<file path="config.mk">
export PLATFORM = sky130hd
export DESIGN_NAME = fifo_wr_arbiter
export DESIGN_NICKNAME = d
export VERILOG_FILES = /design/src/rtl/fifo_wr_arbiter.sv
export SDC_FILE = /design/constraint.sdc
export NUM_CORES = 1
export LEC_CHECK = 0
export ABC_AREA = 1
export CORE_ASPECT_RATIO = 0.6
export CORE_UTILIZATION = 40
export CTS_CLUSTER_SIZE = 16
export DETAILED_ROUTE_END_ITERATION = 7
export PLACE_DENSITY = 0.75
export SLEW_MARGIN = 5
export SYNTH_ARGS = -nofsm -noshare
export SYNTH_HDL_FRONTEND = slang
export SYNTH_SLANG_ARGS = --single-unit
</file>
<file path="constraint.sdc">
create_clock -name Clk -period 1.7 [get_ports Clk]
set_input_delay 0.51 -clock Clk [delete_from_list [all_inputs] [get_ports Clk]]
set_output_delay 0.51 -clock Clk [all_outputs]
set_load 0.03 [all_outputs]
</file>
<file path="src/rtl/fifo_wr_arbiter.sv">
// Round-robin arbiter sharing one FIFO write port among NREQ producers, with bursts of up to BURST_LEN words.
// Optional per-requester accepted-word counters are enabled by defining FIFO_ARB_WORDCNT_EN.
module fifo_wr_arbiter #(
    parameter int NREQ      = 4,
    parameter int DW        = 4,
    parameter int BURST_LEN = 4
) (
    input  logic                 Clk,
    input  logic                 Reset_n,
    input  logic                 Clear_in,
    input  logic [NREQ-1:0]      Req_in,
    input  logic [NREQ*DW-1:0]   Data_in,
    input  logic                 Full_in,
    output logic [NREQ-1:0]      Gnt_out,
    output logic [NREQ-1:0]      Ack_out,
    output logic                 WriteEn_out,
    output logic [DW-1:0]        Data_out,
    output logic                 Busy_out
`ifdef FIFO_ARB_WORDCNT_EN
    ,
    output logic [NREQ*8-1:0]    WordCnt_out
`endif
);

    localparam int PW = (NREQ > 1) ? $clog2(NREQ) : 1;

    localparam logic [0:0] ST_IDLE  = 1'b0;
    localparam logic [0:0] ST_GRANT = 1'b1;

    localparam logic [PW-1:0] LAST_INIT = PW'(NREQ - 1);
    localparam logic [3:0]    CNT_LAST  = 4'(BURST_LEN - 1);

    logic [0:0]      state;
    logic [NREQ-1:0] gnt;
    logic [3:0]      cnt;
    logic [PW-1:0]   last_owner;

    logic [NREQ-1:0] ack;
    logic            accept;
    logic            owner_req;
    logic            burst_end;
    logic            win_found;
    logic [PW-1:0]   win_idx;
    logic [NREQ-1:0] win_onehot;

    // Scan starts just past the previous owner, so the owner itself is checked last.
    function automatic logic [PW:0] rr_pick(input logic [NREQ-1:0] req,
                                            input logic [PW-1:0]   last);
        logic [PW:0] res;
        int          idx;
        res = '0;
        for (int k = 1; k <= NREQ; k++) begin
            idx = (int'(last) + k) % NREQ;
            if (!res[PW] && req[idx]) begin
                res = {1'b1, PW'(idx)};
            end
        end
        return res;
    endfunction

    always_comb begin
        win_found  = 1'b0;
        win_idx    = '0;
        win_onehot = '0;
        {win_found, win_idx} = rr_pick(Req_in, last_owner);
        for (int i = 0; i < NREQ; i++) begin
            if (win_found && (PW'(i) == win_idx)) begin
                win_onehot[i] = 1'b1;
            end
        end
    end

    // Clear suppresses acceptance in its own cycle so the aborted word stays with its producer.
    assign ack       = gnt & Req_in & {NREQ{~Full_in & ~Clear_in}};
    assign accept    = |ack;
    assign owner_req = |(gnt & Req_in);
    assign burst_end = !Full_in && ((accept && (cnt == CNT_LAST)) || !owner_req);

    always_comb begin
        Data_out = '0;
        for (int i = 0; i < NREQ; i++) begin
            if (gnt[i]) begin
                Data_out = Data_out | Data_in[i*DW +: DW];
            end
        end
    end

    always_ff @(posedge Clk or negedge Reset_n) begin
        if (!Reset_n) begin
            state      <= ST_IDLE;
            gnt        <= '0;
            cnt        <= '0;
            last_owner <= LAST_INIT;
        end else if (Clear_in) begin
            state      <= ST_IDLE;
            gnt        <= '0;
            cnt        <= '0;
            last_owner <= LAST_INIT;
        end else begin
            case (state)
                ST_IDLE: begin
                    if (win_found) begin
                        state      <= ST_GRANT;
                        gnt        <= win_onehot;
                        last_owner <= win_idx;
                        cnt        <= '0;
                    end
                end
                ST_GRANT: begin
                    if (Full_in) begin
                        state <= ST_GRANT;
                    end else if (burst_end) begin
                        // Hand over in the same edge so consecutive bursts have no bubble.
                        if (win_found) begin
                            gnt        <= win_onehot;
                            last_owner <= win_idx;
                            cnt        <= '0;
                        end else begin
                            state <= ST_IDLE;
                            gnt   <= '0;
                            cnt   <= '0;
                        end
                    end else if (accept) begin
                        cnt <= cnt + 4'd1;
                    end
                end
                default: begin
                    state <= ST_IDLE;
                    gnt   <= '0;
                    cnt   <= '0;
                end
            endcase
        end
    end

    assign Gnt_out     = gnt;
    assign Ack_out     = ack;
    assign WriteEn_out = accept;
    assign Busy_out    = (state == ST_GRANT);

`ifdef FIFO_ARB_WORDCNT_EN
    logic [7:0] word_cnt [NREQ];

    always_ff @(posedge Clk or negedge Reset_n) begin
        if (!Reset_n) begin
            for (int i = 0; i < NREQ; i++) begin
                word_cnt[i] <= '0;
            end
        end else if (Clear_in) begin
            for (int i = 0; i < NREQ; i++) begin
                word_cnt[i] <= '0;
            end
        end else begin
            for (int i = 0; i < NREQ; i++) begin
                if (ack[i]) begin
                    word_cnt[i] <= word_cnt[i] + 8'd1;
                end
            end
        end
    end

    always_comb begin
        WordCnt_out = '0;
        for (int i = 0; i < NREQ; i++) begin
            WordCnt_out[i*8 +: 8] = word_cnt[i];
        end
    end
`endif

endmodule

</file>
Yosys cells after proc, flatten, opt, wreduce, memory -nomap -nowiden
Index checks and enable logic that the tools add are counted.
{"block": "word_totals", "regBits": 11, "latch_bits": 0, "ram_bits": 0, "rom_bits": 0, "in_bits": 24, "output_inout_bits": 14, "wordCells": 105, "memories": 0}
{"block": "op_classes", "n_addsub": 5, "n_mul": 0, "n_div": 0, "n_lt_le_gt_ge": 4, "eq_ne": 8, "shifts": 0, "muxes": 46, "bitwise": 13, "n_reduce_logical": 25}
{"cell": "two-way mux 4 bit", "n": 14}
{"cell": "less-than comparator 3 x 4 -> 1 bit, second input constant", "n": 4}
{"cell": "two-way mux 1 bit", "n": 16}
{"cell": "case mux 4 bit (2 select lines)", "n": 2}
{"cell": "two-way mux 3 bit", "n": 4}
{"cell": "OR 4 bit", "n": 3}
{"cell": "logical AND 1 bit", "n": 9}
{"cell": "bitwise AND 4 bit", "n": 2}
{"cell": "binary-select mux 1 bit (select 2 bit)", "n": 4}
{"cell": "two-way mux 2 bit", "n": 4}
{"cell": "OR reduction 2 bit", "n": 4}
{"cell": "OR reduction 4 bit", "n": 2}
{"cell": "!= test 3 bit, second input constant", "n": 2}
{"cell": "AND reduction 3 bit", "n": 2}
{"cell": "logical NOT 1 bit", "n": 5}
{"cell": "adder 2 x 1 -> 2 bit, second input constant", "n": 2}
{"cell": "adder 2 bit, second input constant", "n": 2}
{"cell": "adder 4 x 1 -> 4 bit, second input constant", "n": 1}
{"cell": "bitwise AND 1 bit, first input constant", "n": 4}
{"cell": "equality test 2 bit, first input constant", "n": 2}
{"cell": "equality test 4 x 2 -> 1 bit, second input constant", "n": 1}
{"cell": "!= test 4 x 2 -> 1 bit, second input constant", "n": 1}
{"cell": "case mux 2 bit (2 select lines)", "n": 1}
{"cell": "!= test 3 x 2 -> 1 bit, second input constant", "n": 1}
{"cell": "7 further kinds", "n": 9}

Longest topological paths before layout
{"block": "logic_depth", "depth_word": 24, "ltp_mapped": 15, "depth_no_buf": 14}

Worst setup path after synthesis
OpenSTA, ideal clock, no wires.
{"block": "synth_path", "kind": "register to output", "from": "register gnt[3], in the netlist Gnt_out[3]", "to": "output WriteEn_out", "arrival_time_ps": 1234, "t_required_ps": 1190, "setup_slack_ps": -44, "path_stages_with_launch": 5, "path_buffers": 0, "path_cell_list": "dfrtp_1 nand2_1 nand4_1 inv_1 nor2_1"}
{"block": "synth_via", "elab_chain_len": 3}
{"item": "from (decl)", "line": "34", "text": "logic [NREQ-1:0] gnt;"}
{"item": "from (signal assigned)", "line": "104", "text": "gnt <= win_onehot;"}
{"item": "from (signal assigned)", "line": "115", "text": "gnt <= win_onehot;"}
{"item": "bitwise AND 4 bit (2 in a row)", "line": "74", "text": "assign ack = gnt & Req_in & {NREQ{~Full_in & ~Clear_in}};"}
{"item": "OR reduction 4 bit", "line": "75", "text": "assign accept = |ack;"}
{"item": "to (decl)", "line": "16", "text": "output logic WriteEn_out,"}
No other way between the ends.

Final worst setup path
{"block": "layout_path", "from": "register last_owner[0]", "to": "register cnt[0]"}
{"block": "layout_via", "elab_chain_len": 16, "word_cells_on_any_way": 28, "cone_classes": "4 x add/sub; 1 x eq/ne; 16 x mux; 7 x reduce/logical"}
{"item": "from (decl)", "line": "36", "text": "logic [PW-1:0] last_owner;"}
{"item": "from (signal assigned)", "line": "105", "text": "last_owner <= win_idx;"}
{"item": "from (signal assigned)", "line": "116", "text": "last_owner <= win_idx;"}
{"item": "adder 2 x 1 -> 2 bit", "line": "53", "text": "idx = (int'(last) + k) % NREQ;"}
{"item": "binary-select mux 1 bit (select 2 bit)", "line": "54", "text": "if (!res[PW] && req[idx]) begin"}
{"item": "two-way mux 1 bit (not written as such) (2 in a row)", "line": "54"}
{"item": "two-way mux 3 bit", "line": "54"}
{"item": "logical NOT 1 bit", "line": "54"}
{"item": "logical AND 1 bit", "line": "54"}
{"item": "two-way mux 3 bit", "line": "54"}
{"item": "logical NOT 1 bit", "line": "54"}
{"item": "logical AND 1 bit", "line": "54"}
{"item": "two-way mux 3 bit", "line": "54"}
{"item": "logical NOT 1 bit", "line": "54"}
{"item": "logical AND 1 bit", "line": "54"}
{"item": "two-way mux 3 bit *", "line": "54"}
{"item": "!= test 3 bit (no source line) *"}
{"item": "AND reduction 3 bit (no source line) *"}
{"item": "to (signal assigned)", "line": "124", "text": "cnt <= cnt + 4'd1;"}
{"item": "to (decl)", "line": "35", "text": "logic [3:0] cnt;"}
Mark *: on every way between the ends. The rest lies on a longest branch, timed or not. The select of a mux whose other input is x is not followed.
A chain may end at the register's enable or synchronous reset.

==> summary.txt <==
Global routing
  – Vias in the first global route: 1,192
  – GRT Total Usage: 26.0%
  – First-pass GRT wire length: 5450 µm
  – Initial antenna violation count: 0
  – Largest net degree at the start of global routing: 12
  – Grt ovf: 0

Yosys
  – Unique masters post-synth: 23
  – Syn_nets: 192
  – Syn avg cell area: 6.35 µm²
  – Mapped Cells: 167
  – Ys Warns: 0
  – Post-Synth XOR/XNOR Area: 1.65%
  – Sequential share of the synthesized area: 26.2%
  – #FFs+latches synth: 11
  – Post-Synth Adder-Cell Area: 1.18%
  – Post-synthesis compound-gate area fraction: 4.95%
  – Main combinational cell family by area after synthesis: simple AND/OR/NAND/NOR gates
  – Synthesized cell area: 0.00106 mm²
  – Mux cell area share after synthesis: 0%
  – Post-Synth Simple-Gate Area: 57.8%

STA
  – Slew @ Worst Pin: 0.511 ns
  – Final Hold Violating Endpoints: 0
  – Slew HR: 65.8%
  – Minimum clock period: 1.77 ns
  – RSZ-0062 raised after global routing: true
  – FMAX: 0.565 GHz
  – Part of the cycle the worst path needs: 104%
  – Final setup vio count: 10
  – PnR worst setup slack: -0.0701 ns
  – Final hold slack: 0.552 ns
  – Pins Over Slew Limit: 0
  – Clock Skew: 0.00104 ns

Clock network
  – Reg clk slew, reported paths: 0.05 ns
  – CTS tree: done
  – Hold Buf Count CTS: 0
  – CTS root buf: clkbuf_8
  – CTS H-tree depth: 1
  – Worst skew pair latency: 0.24 ns
  – CTS Sinks: 11
  – CTS Buffer Depth: 2
  – CTS Buf Count: 3

Power
  – Pint: 0.00140 W
  – P per Cell Area: 1600 mW/mm²
  – Combinational group share of total power: 74.9%
  – Worst vdd ir: 936 µV
  – Clock share of power: 9.0%
  – Sequential share of power: 16.0%
  – Switch share: 51.9%
  – P_leak: 0.948 nW
  – Psw: 0.00151 W

Die
  – Core Box Area: 0.00250 mm²
  – Die height: 41.9 µm
  – Top Ports: 38
  – FP Rows: 14
  – Initial core utilization: 42.4%
  – Die area: 0.00287 mm²
  – Die width: 68.5 µm

Layout
  – Layout area overhead: 71.3%
  – Register Area: 279 µm²
  – Nets@finish: 258
  – Design Area, Final: 0.00182 mm²
  – Area of the multi-input gates: 845 µm²
  – Fillers: 202
  – Antenna diodes: 0
  – Share of cells above drive strength 1: 45.7%
  – Final Core Density: 72.6%

Detailed routing
  – Drt drc: 0
  – Initial DRC count: 50
  – Vias per cell: 5.14
  – Total Wirelength: 3610 µm
  – First drt pass iteration count: 4
  – WL per Instance: 13.7 µm
  – Count of antenna-violating nets left after detailed routing: 0
  – Via count: 1,356

Worst setup path
  – Max FO, Critical Path: 8
  – CP required: 1.83 ns
  – Crit path DAT: 1.90 ns
  – Worst Setup Start Kind: flop
  – Worst setup EP type: flop
  – Crit path kind: reg2reg

Placement
  – DP Wirelength: 2480 µm
  – Placer Congestion: 0.895
  – DP Area: 0.00153 mm²
  – Pre-CTS setup slack: -0.437 ns
  – Buffers on Ports: 37

Status
  – Failing checks: setup timing
  – Status: finished with violations

Hold path
  – Worst Hold Class: reg2reg

Run
  – Max cap viols: 0
-- metal layers --
metal | wire length (µm) | vias up | track usage, %
met4 | 18 | 0 | 2.50
li1 | - | 662 | -
met3 | 363 | 2 | 7.42
met5 | 0 | - | 0
met2 | 1700 | 61 | 42.5
met1 | 1530 | 631 | 34.8
-- worst paths after layout --
path | from | end | slack, ns | depth (start not counted)
min in group asynchronous | Reset_n | Gnt_out[2] | 0.62 | 1
max reg2reg | last_owner[0] | cnt[0] | -0.07 | 13
max | last_owner[0] | cnt[0] | -0.07 | 13
min reg2reg | Gnt_out[3] | Gnt_out[3] | 0.55 | 2
min | Gnt_out[3] | Gnt_out[3] | 0.55 | 2
max in group asynchronous | Reset_n | Gnt_out[3] | 0.71 | 1
-- through the flow --
| step | total power (W) | setup TNS (ns) | std cells |
|---|---|---|---|
| 2_1_floorplan | 0.00166 | 0 | 167 |
| 3_3_place_gp | 0.00215 | -5.36 | 247 |
| 3_5_place_dp | 0.00220 | -5.86 | 247 |
| 4_1_cts | 0.00270 | -0.113 | 257 |
| 5_1_grt | 0.00311 | -1.62 | 264 |
| 6_report | 0.00290 | -0.378 | 264 |
-- layout by cell type (no fill, tap or decap), drive strengths merged --
cell type       n
nand4           9
nand3          13
clkdlybuf4s50   1
a21boi          1
dfstp           2
xor2            2
nor2           17
o21ai           9
clkdlybuf4s15   1
nand2          82
clkbuf          8
nor3b           1
nor3            1
dfrtp           9
inv            19
ha              1
dlygate4sd2    21
buf            35
-- flip-flops by register name, summed over array words and instances, names as in the netlist --
signal	cells
Busy_out	1
last_owner	2
cnt	4
Gnt_out	4
-- layout make-up --
class | instances | area share [%]
clock buffers | 4 | 2.48
flip-flops and latches | 11 | 15.3
repair buffers | 62 | 29.3
well taps | 32 | 2.20
inverters | 19 | 4.20
multi-input cells | 136 | 46.5
-- timing repair --
item / 4_1_cts / 5_1_grt
resized for setup: 68 / 31
pin swaps: 31 / 14
setup endpoints to repair: 25 / 20
setup buffers: 6 / 7
-- worst max-delay path, cell delays in order (launching register included) --
cell,delay (ns)
dfstp_2,0.63
inv_6,0.08
nand2_4,0.08
nand2_4,0.06
inv_2,0.06
nand2_2,0.06
nand2_4,0.08
inv_2,0.05
nor2_4,0.15
nand4_4,0.13
nand2_4,0.15
inv_2,0.04
nand2_1,0.04
nand2_1,0.04
-- Yosys cell counts --
| library cell | count | area [µm²] |
|---|---|---|
| dfrtp_1 | 9 | 225 |
| dfstp_2 | 2 | 52.6 |
| ha_1 | 1 | 12.5 |
| xor2_1 | 2 | 17.5 |
| inv_2 | 5 | 18.8 |
| nand2_1 | 64 | 240 |
| a21boi_0 | 1 | 7.51 |
| nor2_1 | 14 | 52.6 |
| nand4_4 | 1 | 21.3 |
| inv_1 | 13 | 48.8 |
| nor3_1 | 1 | 5.00 |
| o21ai_0 | 3 | 15.0 |
| nand4_1 | 8 | 50.1 |
| nor3b_1 | 1 | 7.51 |
| nor2_4 | 2 | 22.5 |
| buf_6 | 1 | 11.3 |
| inv_6 | 1 | 8.76 |
| nand3_2 | 4 | 40.0 |
| nand2_2 | 16 | 100 |
| nor2_2 | 1 | 6.26 |
| nand3_1 | 9 | 45.0 |
| nand2_4 | 2 | 22.5 |
| o21ai_1 | 6 | 30.0 |
-- power groups by stage --
stage / registers (W) / logic [W] / clock network [W]
final: 0.000465 / 0.00217 / 0.000262
after CTS: 0.000460 / 0.00197 / 0.000265
after detailed placement: 0.000470 / 0.00173 / 0
after floorplan: 0.000499 / 0.00116 / 0
after global routing: 0.000473 / 0.00236 / 0.000286
after global placement: 0.000468 / 0.00169 / 0
-- kinds of logic after synthesis --
family,Yosys count
xor+xnor,2
buf+inv,20
compound gates,10
flops,11
fa+ha+maj,1
simple gates,123
(Power assumes the default switching activity.)
